$ cat src/rtl/reel_sequencer.sv
// reel_sequencer: three-reel slot animation controller.
// A single start spins all reels. Each reel accelerates, cruises, decelerates
// at a staggered point, then creeps to the next symbol boundary and stops.
// Motion advances only on tick cycles. Offsets carry over between spins.
module reel_sequencer #(
   parameter int STRIP_H    = 240,
   parameter int SYM_H      = 80,
   parameter int MAX_SPD    = 3,
   parameter int ACC_TICKS  = 60,
   parameter int HOLD_TICKS = 240,
   parameter int STAGGER    = 120
) (
   input  logic       clk,
   input  logic       rst,
   input  logic       tick,
   input  logic       start_dn,
   input  logic       start_up,
   output logic [9:0] a_off,
   output logic [9:0] b_off,
   output logic [9:0] c_off,
   output logic       busy,
   output logic       done,
   output logic [1:0] sym_a,
   output logic [1:0] sym_b,
   output logic [1:0] sym_c
);

   localparam logic [1:0] S_IDLE    = 2'd0;
   localparam logic [1:0] S_RUN     = 2'd1;
   localparam logic [1:0] S_FINISH  = 2'd2;

   localparam logic [2:0] P_ACCEL   = 3'd0;
   localparam logic [2:0] P_CRUISE  = 3'd1;
   localparam logic [2:0] P_DECEL   = 3'd2;
   localparam logic [2:0] P_SNAP    = 3'd3;
   localparam logic [2:0] P_STOPPED = 3'd4;

   localparam logic [9:0]  SYM_W    = 10'(SYM_H);
   localparam logic [10:0] STRIP_W  = 11'(STRIP_H);
   localparam logic [2:0]  MAX_W    = 3'(MAX_SPD);
   localparam logic [15:0] ACC_LAST = 16'(ACC_TICKS - 1);

   // Tick count at which reel r starts decelerating.
   function automatic logic [15:0] decel_point(input int r);
      return 16'(HOLD_TICKS + r * STAGGER);
   endfunction

   logic [1:0]  state;
   logic        dir;              // 0: offsets increase, 1: offsets decrease
   logic [15:0] tcnt;
   logic [15:0] acnt;             // ticks since start, modulo ACC_TICKS
   logic [9:0]  off     [3];
   logic [2:0]  spd     [3];
   logic [2:0]  ph      [3];
   logic [15:0] dcnt    [3];      // ticks since DECEL entry, modulo ACC_TICKS
   logic [1:0]  sym     [3];

   logic [15:0] tnext;
   logic        acc_wrap;
   logic        all_stopped;
   logic [9:0]  off_nx  [3];
   logic [2:0]  spd_nx  [3];
   logic [2:0]  ph_nx   [3];
   logic [15:0] dcnt_nx [3];
   logic [2:0]  mv      [3];
   logic [10:0] sum     [3];
   logic        at_sym  [3];

   // Next per-reel motion/phase state for a tick in RUN; movement uses the current speed.
   always_comb begin
      tnext       = tcnt + 16'd1;
      acc_wrap    = (acnt == ACC_LAST);
      all_stopped = (ph[0] == P_STOPPED) && (ph[1] == P_STOPPED) && (ph[2] == P_STOPPED);
      for (int r = 0; r < 3; r++) begin
         at_sym[r]  = ((off[r] % SYM_W) == 10'd0);
         spd_nx[r]  = spd[r];
         ph_nx[r]   = ph[r];
         dcnt_nx[r] = dcnt[r];
         mv[r]      = 3'd0;
         case (ph[r])
            P_ACCEL: begin
               mv[r] = spd[r];
               if (tnext == decel_point(r)) begin
                  ph_nx[r]   = P_DECEL;
                  dcnt_nx[r] = 16'd0;
               end else if (acc_wrap) begin
                  spd_nx[r] = spd[r] + 3'd1;
                  if (spd_nx[r] == MAX_W) begin
                     ph_nx[r] = P_CRUISE;
                  end else begin
                     ph_nx[r] = P_ACCEL;
                  end
               end else begin
                  ph_nx[r] = P_ACCEL;
               end
            end
            P_CRUISE: begin
               mv[r] = spd[r];
               if (tnext == decel_point(r)) begin
                  ph_nx[r]   = P_DECEL;
                  dcnt_nx[r] = 16'd0;
               end else begin
                  ph_nx[r] = P_CRUISE;
               end
            end
            P_DECEL: begin
               mv[r] = spd[r];
               if (spd[r] == 3'd1) begin
                  ph_nx[r] = P_SNAP;
               end else if (dcnt[r] == ACC_LAST) begin
                  spd_nx[r]  = spd[r] - 3'd1;
                  dcnt_nx[r] = 16'd0;
                  ph_nx[r]   = (spd_nx[r] == 3'd1) ? P_SNAP : P_DECEL;
               end else begin
                  dcnt_nx[r] = dcnt[r] + 16'd1;
               end
            end
            P_SNAP: begin
               if (at_sym[r]) begin
                  spd_nx[r] = 3'd0;
                  ph_nx[r]  = P_STOPPED;
                  mv[r]     = 3'd0;
               end else begin
                  mv[r] = 3'd1;
               end
            end
            default: begin
               mv[r] = 3'd0;
            end
         endcase
         // Wrap the displacement onto the strip in either direction.
         sum[r] = {1'b0, off[r]} + {8'd0, mv[r]};
         if (!dir) begin
            off_nx[r] = (sum[r] >= STRIP_W) ? 10'(sum[r] - STRIP_W) : sum[r][9:0];
         end else if (off[r] < {7'd0, mv[r]}) begin
            off_nx[r] = 10'(STRIP_W - 11'({8'd0, mv[r]}) + {1'b0, off[r]});
         end else begin
            off_nx[r] = off[r] - {7'd0, mv[r]};
         end
      end
   end

   // Global sequencing: start acceptance, tick-driven motion, finish pulse.
   always_ff @(posedge clk) begin
      if (rst) begin
         state <= S_IDLE;
         dir   <= 1'b0;
         tcnt  <= 16'd0;
         acnt  <= 16'd0;
         busy  <= 1'b0;
         done  <= 1'b0;
         for (int r = 0; r < 3; r++) begin
            off[r]  <= 10'd0;
            spd[r]  <= 3'd0;
            ph[r]   <= P_STOPPED;
            dcnt[r] <= 16'd0;
            sym[r]  <= 2'd0;
         end
      end else begin
         case (state)
            S_IDLE: begin
               done <= 1'b0;
               if (start_dn || start_up) begin
                  state <= S_RUN;
                  dir   <= ~start_dn;
                  tcnt  <= 16'd0;
                  acnt  <= 16'd0;
                  busy  <= 1'b1;
                  for (int r = 0; r < 3; r++) begin
                     spd[r]  <= 3'd1;
                     ph[r]   <= P_ACCEL;
                     dcnt[r] <= 16'd0;
                  end
               end
            end
            S_RUN: begin
               if (all_stopped) begin
                  state <= S_FINISH;
                  done  <= 1'b1;
                  busy  <= 1'b0;
                  for (int r = 0; r < 3; r++) begin
                     sym[r] <= 2'(off[r] / SYM_W);
                  end
               end else if (tick) begin
                  tcnt <= tnext;
                  acnt <= acc_wrap ? 16'd0 : acnt + 16'd1;
                  for (int r = 0; r < 3; r++) begin
                     off[r]  <= off_nx[r];
                     spd[r]  <= spd_nx[r];
                     ph[r]   <= ph_nx[r];
                     dcnt[r] <= dcnt_nx[r];
                  end
               end
            end
            S_FINISH: begin
               done  <= 1'b0;
               state <= S_IDLE;
            end
            default: begin
               state <= S_IDLE;
               busy  <= 1'b0;
               done  <= 1'b0;
            end
         endcase
      end
   end

   assign a_off = off[0];
   assign b_off = off[1];
   assign c_off = off[2];
   assign sym_a = sym[0];
   assign sym_b = sym[1];
   assign sym_c = sym[2];

endmodule

$ cat config.mk
export PLATFORM = sky130hd
export DESIGN_NAME = reel_sequencer
export DESIGN_NICKNAME = d
export VERILOG_FILES = /design/src/rtl/reel_sequencer.sv
export SDC_FILE = /design/constraint.sdc
export NUM_CORES = 1
export LEC_CHECK = 0
export CAP_MARGIN = 20
export CORE_ASPECT_RATIO = 0.5
export CORE_MARGIN = 8
export CORE_UTILIZATION = 35
export DETAILED_ROUTE_END_ITERATION = 7
export PLACE_DENSITY = 0.58
export SYNTH_ARGS = -nofsm -noshare
export SYNTH_HDL_FRONTEND = slang
export SYNTH_SLANG_ARGS = --single-unit
$ cat constraint.sdc
create_clock -name clk -period 4.2 [get_ports clk]
set_clock_uncertainty 0.15 [all_clocks]
set_input_delay 0.42 -clock clk [delete_from_list [all_inputs] [get_ports clk]]
set_output_delay 0.42 -clock clk [all_outputs]
set_load 0.05 [all_outputs]
Yosys cells after proc, flatten, opt, wreduce, memory -nomap -nowiden

Memories as Yosys holds them, arrays and structs flattened.
Cells that the tools add are included.

Add/subtract/negate cells: 26
Multipliers: 0
Divide/modulo/power cells: 6
Order comparisons: 6
Equal/unequal tests: 34
Shift-type cells: 0
Multiplexer cells: 125
Bitwise logic cells: 27
Reduce and logical (&&, ||, !) cells: 22

Operators by type and width:

| operator                | count |
|---|---|
| $mux W16                | 21 |
| $pmux W16 S2            | 5 |
| $mux W3                 | 42 |
| $mux W10                | 12 |
| $add A16 B1 Y16 const B | 5 |
| $eq A16 B6 Y1 const B   | 4 |
| $pmux W3 S4             | 3 |
| $add A10 B3 Y11         | 3 |
| $ge A11 B8 Y1 const B   | 3 |
| $eq A16 B9 Y1 const B   | 2 |
| $add A10 B10 Y10        | 3 |
| $div A10 B7 Y10 const B | 3 |
| $logic_not A10 Y1       | 3 |
| $lt A10 B3 Y1           | 3 |
| $mod A10 B7 Y10 const B | 3 |
| $sub A10 B3 Y10         | 3 |
| $sub A10 B8 Y10 const B | 3 |
| $eq A3 B1 Y1 const B    | 9 |
| $eq A3 B2 Y1 const B    | 9 |
| $pmux W3 S3             | 3 |
| $sub A8 B3 Y9 const A   | 3 |
| $mux W1                 | 26 |
| $or A1 B1 Y1            | 24 |
| $pmux W3 S2             | 3 |
| other kinds (21)        | 48 |

Register bits: 37
Latch bits: 0
Memory bits (writable): 102
Bits in read-only memories: 0
Output and inout port bits: 38
Logic and storage cells: 257
Memories kept: 5

Memory list:

| name | depth | bits a word | read ports | clocked after memory_dff | wr ports | line | source |
|---|---|---|---|---|---|---|---|
| dcnt | 3     | 16          | 3          | 0                        | 3        | 55   | `logic [15:0] dcnt [3];` |
| off  | 3     | 10          | 3          | 0                        | 3        | 52   | `logic [9:0] off [3];` |
| ph   | 3     | 3           | 3          | 0                        | 3        | 54   | `logic [2:0] ph [3];` |
| spd  | 3     | 3           | 3          | 0                        | 3        | 53   | `logic [2:0] spd [3];` |
| sym  | 3     | 2           | 3          | 0                        | 3        | 56   | `logic [1:0] sym [3];` |

Logic depth before layout (Yosys ltp)

An unclocked memory read counts as a cell.

Depth after elaboration: 10
Mapped depth: 19
Mapped depth without buffers: 18

Least setup slack after synthesis

Ideal clock, no wire load.

Kind: reg-to-reg
Start: memory off[2][6], in the netlist off[0][26]
End: memory off[2][7], in the netlist off[0][27] (data pin)
Library setup time: 268 ps
Data arrival time: 4,179 ps
Setup slack: -397 ps
Cell stages (with the launch flop): 17
Path buffers: 2
Clock period less this slack: 4,597 ps
Cell sequence: edfxtp_1 > buf_2 > nor3b_1 > o211a_1 > a211oi_1 > o31ai_2 > or2_2 > fa_1 > a211o_1 > nor3_1 > nand2_1 > or3_1 > clkbuf_1 > nand2b_1 > o32ai_2 > mux2i_1 > o211ai_1

RTL lines:

| item            | line |
|---|---|
| start, declared | 52 |

==> results list <==
* Logic pwr share: around 33%
- Non-filler instance count after layout: just under 2000
- Number of max-slew violations in the final report: 0
* P_leak: 5.33 nW
- Top fanout value on the critical path: 8
- Fin worst setup slack: -0.0447 ns
- Outcome: complete, but fails checks
* Number of remaining DRC errors: 0
- Vias post-DR: between 10000 and 15000
- The initial utilization of the core area, before any placement, comes to about a third.
- CTS H-Tree Depth: 4
- Root buffer cell: clkbuf_16
- Maximum number of pins on one net before global-route repair: 38
* Type of the setup path with the least slack: flop to flop
- In this run the tool buffered the top-level ports with 42 buffer cells.
* CORE AREA: between 30000 and 40000 µm²
* Endpoint required time on the critical path: 4.23 ns
- Summing all non-filler instances in the final layout gives an area of 14000 µm².
- The commonest cells after synthesis are nor2_1, nand2_1, edfxtp_1.
* Final routed wire length divided by cell count: 16.9 µm
- Antenna diode count: 0
- The synthesized design devotes to its leading area cell type 26.7% of total area.
- Number of design-rule violations left by the first detailed-router iteration: a little over 800
- Of all flip-flops after synthesis, the portion carrying an async set or reset was 0%.
- Launch point of the worst path: off[0][28]
* Warning count from the yosys run: 0
- Via count of the first global-routing pass: 10250
- Total power for the finished layout comes to ~0.0047 W.
- Measured on the finished design, the core utilization comes to between 40% and 50%.
* RSZ-0062 raised after global routing: yes
- The number of nets in the synthesized netlist is ~1400.
* Cells on worst reg2reg path: 17
- The initialized floorplan defines 47 standard-cell rows.
* Routed WL: roughly 33 mm
* Boundary pin count: 43
- After synthesis, the mean cell area works out to 8.33 µm².
- In this run, CTS created clock tree buffers numbering 17.
- Setup violations remaining at the end of the flow were counted as 3.
* R2R Setup Slk: -0.04 ns
* Pre-antenna DRT Iters: 7
- Ranked by total cell area, the synthesized netlist is headed by edfxtp_1, dfxtp_1, nor2_1.
- For this run, the total global-route usage over all layers was measured as around 16%.
* Crit path capture: off[0][25]
* Average via count per standard cell: 5.52
- Counting I/O delays and the setup requirement, the final critical path takes about 4.2 ns.
- Switching power: ~0.0017 W
* Max Fclk: between 0.2 and 0.25 GHz
- Max-cap violations in this run came to 0.
- In the final layout, the share of cells above drive strength 1 is between 10% and 20%.
- TritonCTS clock tree: built
- The share of total power dissipated in the clock network is 29.9%.
* Total congestion overflow: 0
- Die footprint: ~39000 µm²
- Sequential share of power: 37.3%
- The path class of the tightest hold or removal check is flop to flop.
- Failing checks: setup timing
* Period utilisation layout: 101%
- The net count of the finished layout is between 1500 and 2000.
- Of all cell types, the one taking the most synthesized area is edfxtp_1.
* Count of state elements after synthesis: between 100 and 150
- STA classifies the critical path startpoint as a flop.
- Sequential share of the synthesized area: approximately 33%
- The number of hold-slack violations in the final timing report was 0.
- DIE WIDTH: between 200 and 300 µm
* Worst flop-to-flop path endpoint: off[0][25]
- The mapped netlist covers approximately 11000 µm².
- After clock tree synthesis, the clock-pin slew on the worst setup and hold paths is roughly 0.060 ns.
- After detailed placement, the total cell area comes to 13000 µm².
* Post-Synthesis Cells: 1378
- Max-slew headroom at the worst pin: a little over half
- At the placement stage, the worst setup path has a slack of -0.0239 ns.
- At the later pin of the worst-skew pair, clock insertion delay measures 0.44 ns.
- The most used flip-flop cell after synthesis is edfxtp_1.
* Detail Route Antenna Nets: 0
- The synthesized design contains 102 enable-type register cells.
- Count leader, synth: nor2_1
- Switching share of power: approximately a third
- PwrDens: about 340 nW/µm²
- Final GP Congestion: between 0.9 and 1
- The area growth from synthesis to layout is 22.3%.
- Including well taps, the total number of placed cells is ~1900.
- Critical path capture point type: flop
* Worst Tran Pin Value: ~0.7 ns
* Arrival time at the worst endpoint: 4.28 ns
- The synthesized netlist contains 90 unique library cells.
- The first global-routing pass estimated 53.1 mm of wire.
* Sink Count: 139
- Estimated wirelength of the detail-placed design: between 20 and 25 mm
- Number of antenna violations at the first check in global routing: 1
- The worst-case IR drop observed on VDD is about 0.32 mV.
- Cell internal power was estimated by the tool at 0.00306 W.
- The die is approximately 140 µm tall.
- Number of buffers between clock root and the deepest sink: 2
- Reg-to-Reg Start: off[0][28]
[per-stage QoR]
step                      hold WS (ns)  TNS [ns]
after floorplan                  0.309    -0.105
after global placement           0.330         0
after detailed placement         0.340   -0.0247
after CTS                        0.349         0
after global routing             0.391    -0.450
final                            0.346   -0.0691
[state kept, by name, summed over array words and instances, names as in the netlist]
signal / cells
sym: 6
ph: 9
tcnt: 16
spd: 9
state: 2
busy: 1
done: 1
off: 30
dcnt: 48
acnt: 16
dir: 1
[cells by family after synthesis]
| family | share of synthesized area (%) |
|---|---|
| fa+ha+maj | 7.32 |
| flops | 33.1 |
| buf+inv | 4.87 |
| xor+xnor | 9.52 |
| simple gates | 26.0 |
| mux | 1.24 |
| compound gates | 17.9 |
[power groups by stage]
stage                     registers (W)  clock network (W)  logic [W]
after global routing            0.00178            0.00151    0.00169
after global placement          0.00179                  0    0.00141
final                           0.00176            0.00141    0.00155
after CTS                       0.00177            0.00145    0.00146
after floorplan                 0.00185                  0   0.000911
after detailed placement        0.00179                  0    0.00144
[worst max-delay path: stages (launching register included)]
cell and delay, ns:
edfxtp_1 0.61, buf_6 0.18, nor2_4 0.04, mux2i_1 0.20, o2111ai_2 0.20, o31ai_4 0.36
nor2b_2 0.10, fa_2 0.38, nor2b_4 0.15, or2_4 0.25, nand2_4 0.06, xnor2_2 0.12
ha_2 0.23, nand3b_1 0.12, nor3_2 0.18, a21o_1 0.22, mux2i_2 0.32, o22ai_1 0.13
[how the worst min path moves through the flow]
stage / start / endpoint / slack [ns] / cells past startpoint
floorplan: acnt[15] / acnt[15] / 0.31 / 2
global placement: acnt[1] / acnt[1] / 0.33 / 2
detailed placement: acnt[1] / acnt[1] / 0.34 / 2
CTS: acnt[1] / acnt[1] / 0.35 / 2
global route: acnt[1] / acnt[1] / 0.39 / 2
finish: acnt[1] / acnt[1] / 0.35 / 2
[repair_timing]
item                       in CTS  in global routing
pin swaps                       0                 19
resized for setup               3                 48
buffers inserted                5                 30
setup endpoints to repair       3                 19
hold buffers                    0                  0
[per-layer routing]
layer | part of all wire, % | vias to the layer above | global-route usage [%]
li1 | - | 5236 | -
met1 | 47 | 5201 | 21.8
met2 | 47 | 288 | 27.2
met3 | 4.5 | 47 | 2.82
met4 | 1.7 | 2 | 5.50
met5 | 0.027 | - | 0
[cell usage in the layout, fill, tap and decap left out, drive strengths merged, types with 52 or more instances in the layout]
| master | n |
|---|---|
| o21ai | 69 |
| nand2 | 122 |
| nor2 | 188 |
| nand3 | 60 |
| ha | 52 |
| a21oi | 80 |
| xnor2 | 69 |
| inv | 59 |
| xor2 | 55 |
| buf | 138 |
| edfxtp | 102 |
[layout make-up]
cell class	count	area [µm²]
Fill cell	3199	18700
Clock buffer	25	497
Clock inverter	7	41.3
Multi-Input combinational cell	1100	7380
Inverter	60	225
Sequential cell	139	3800
Timing Repair Buffer	181	1540
Tap cell	441	552
Power figures use the tool's default switching activity.
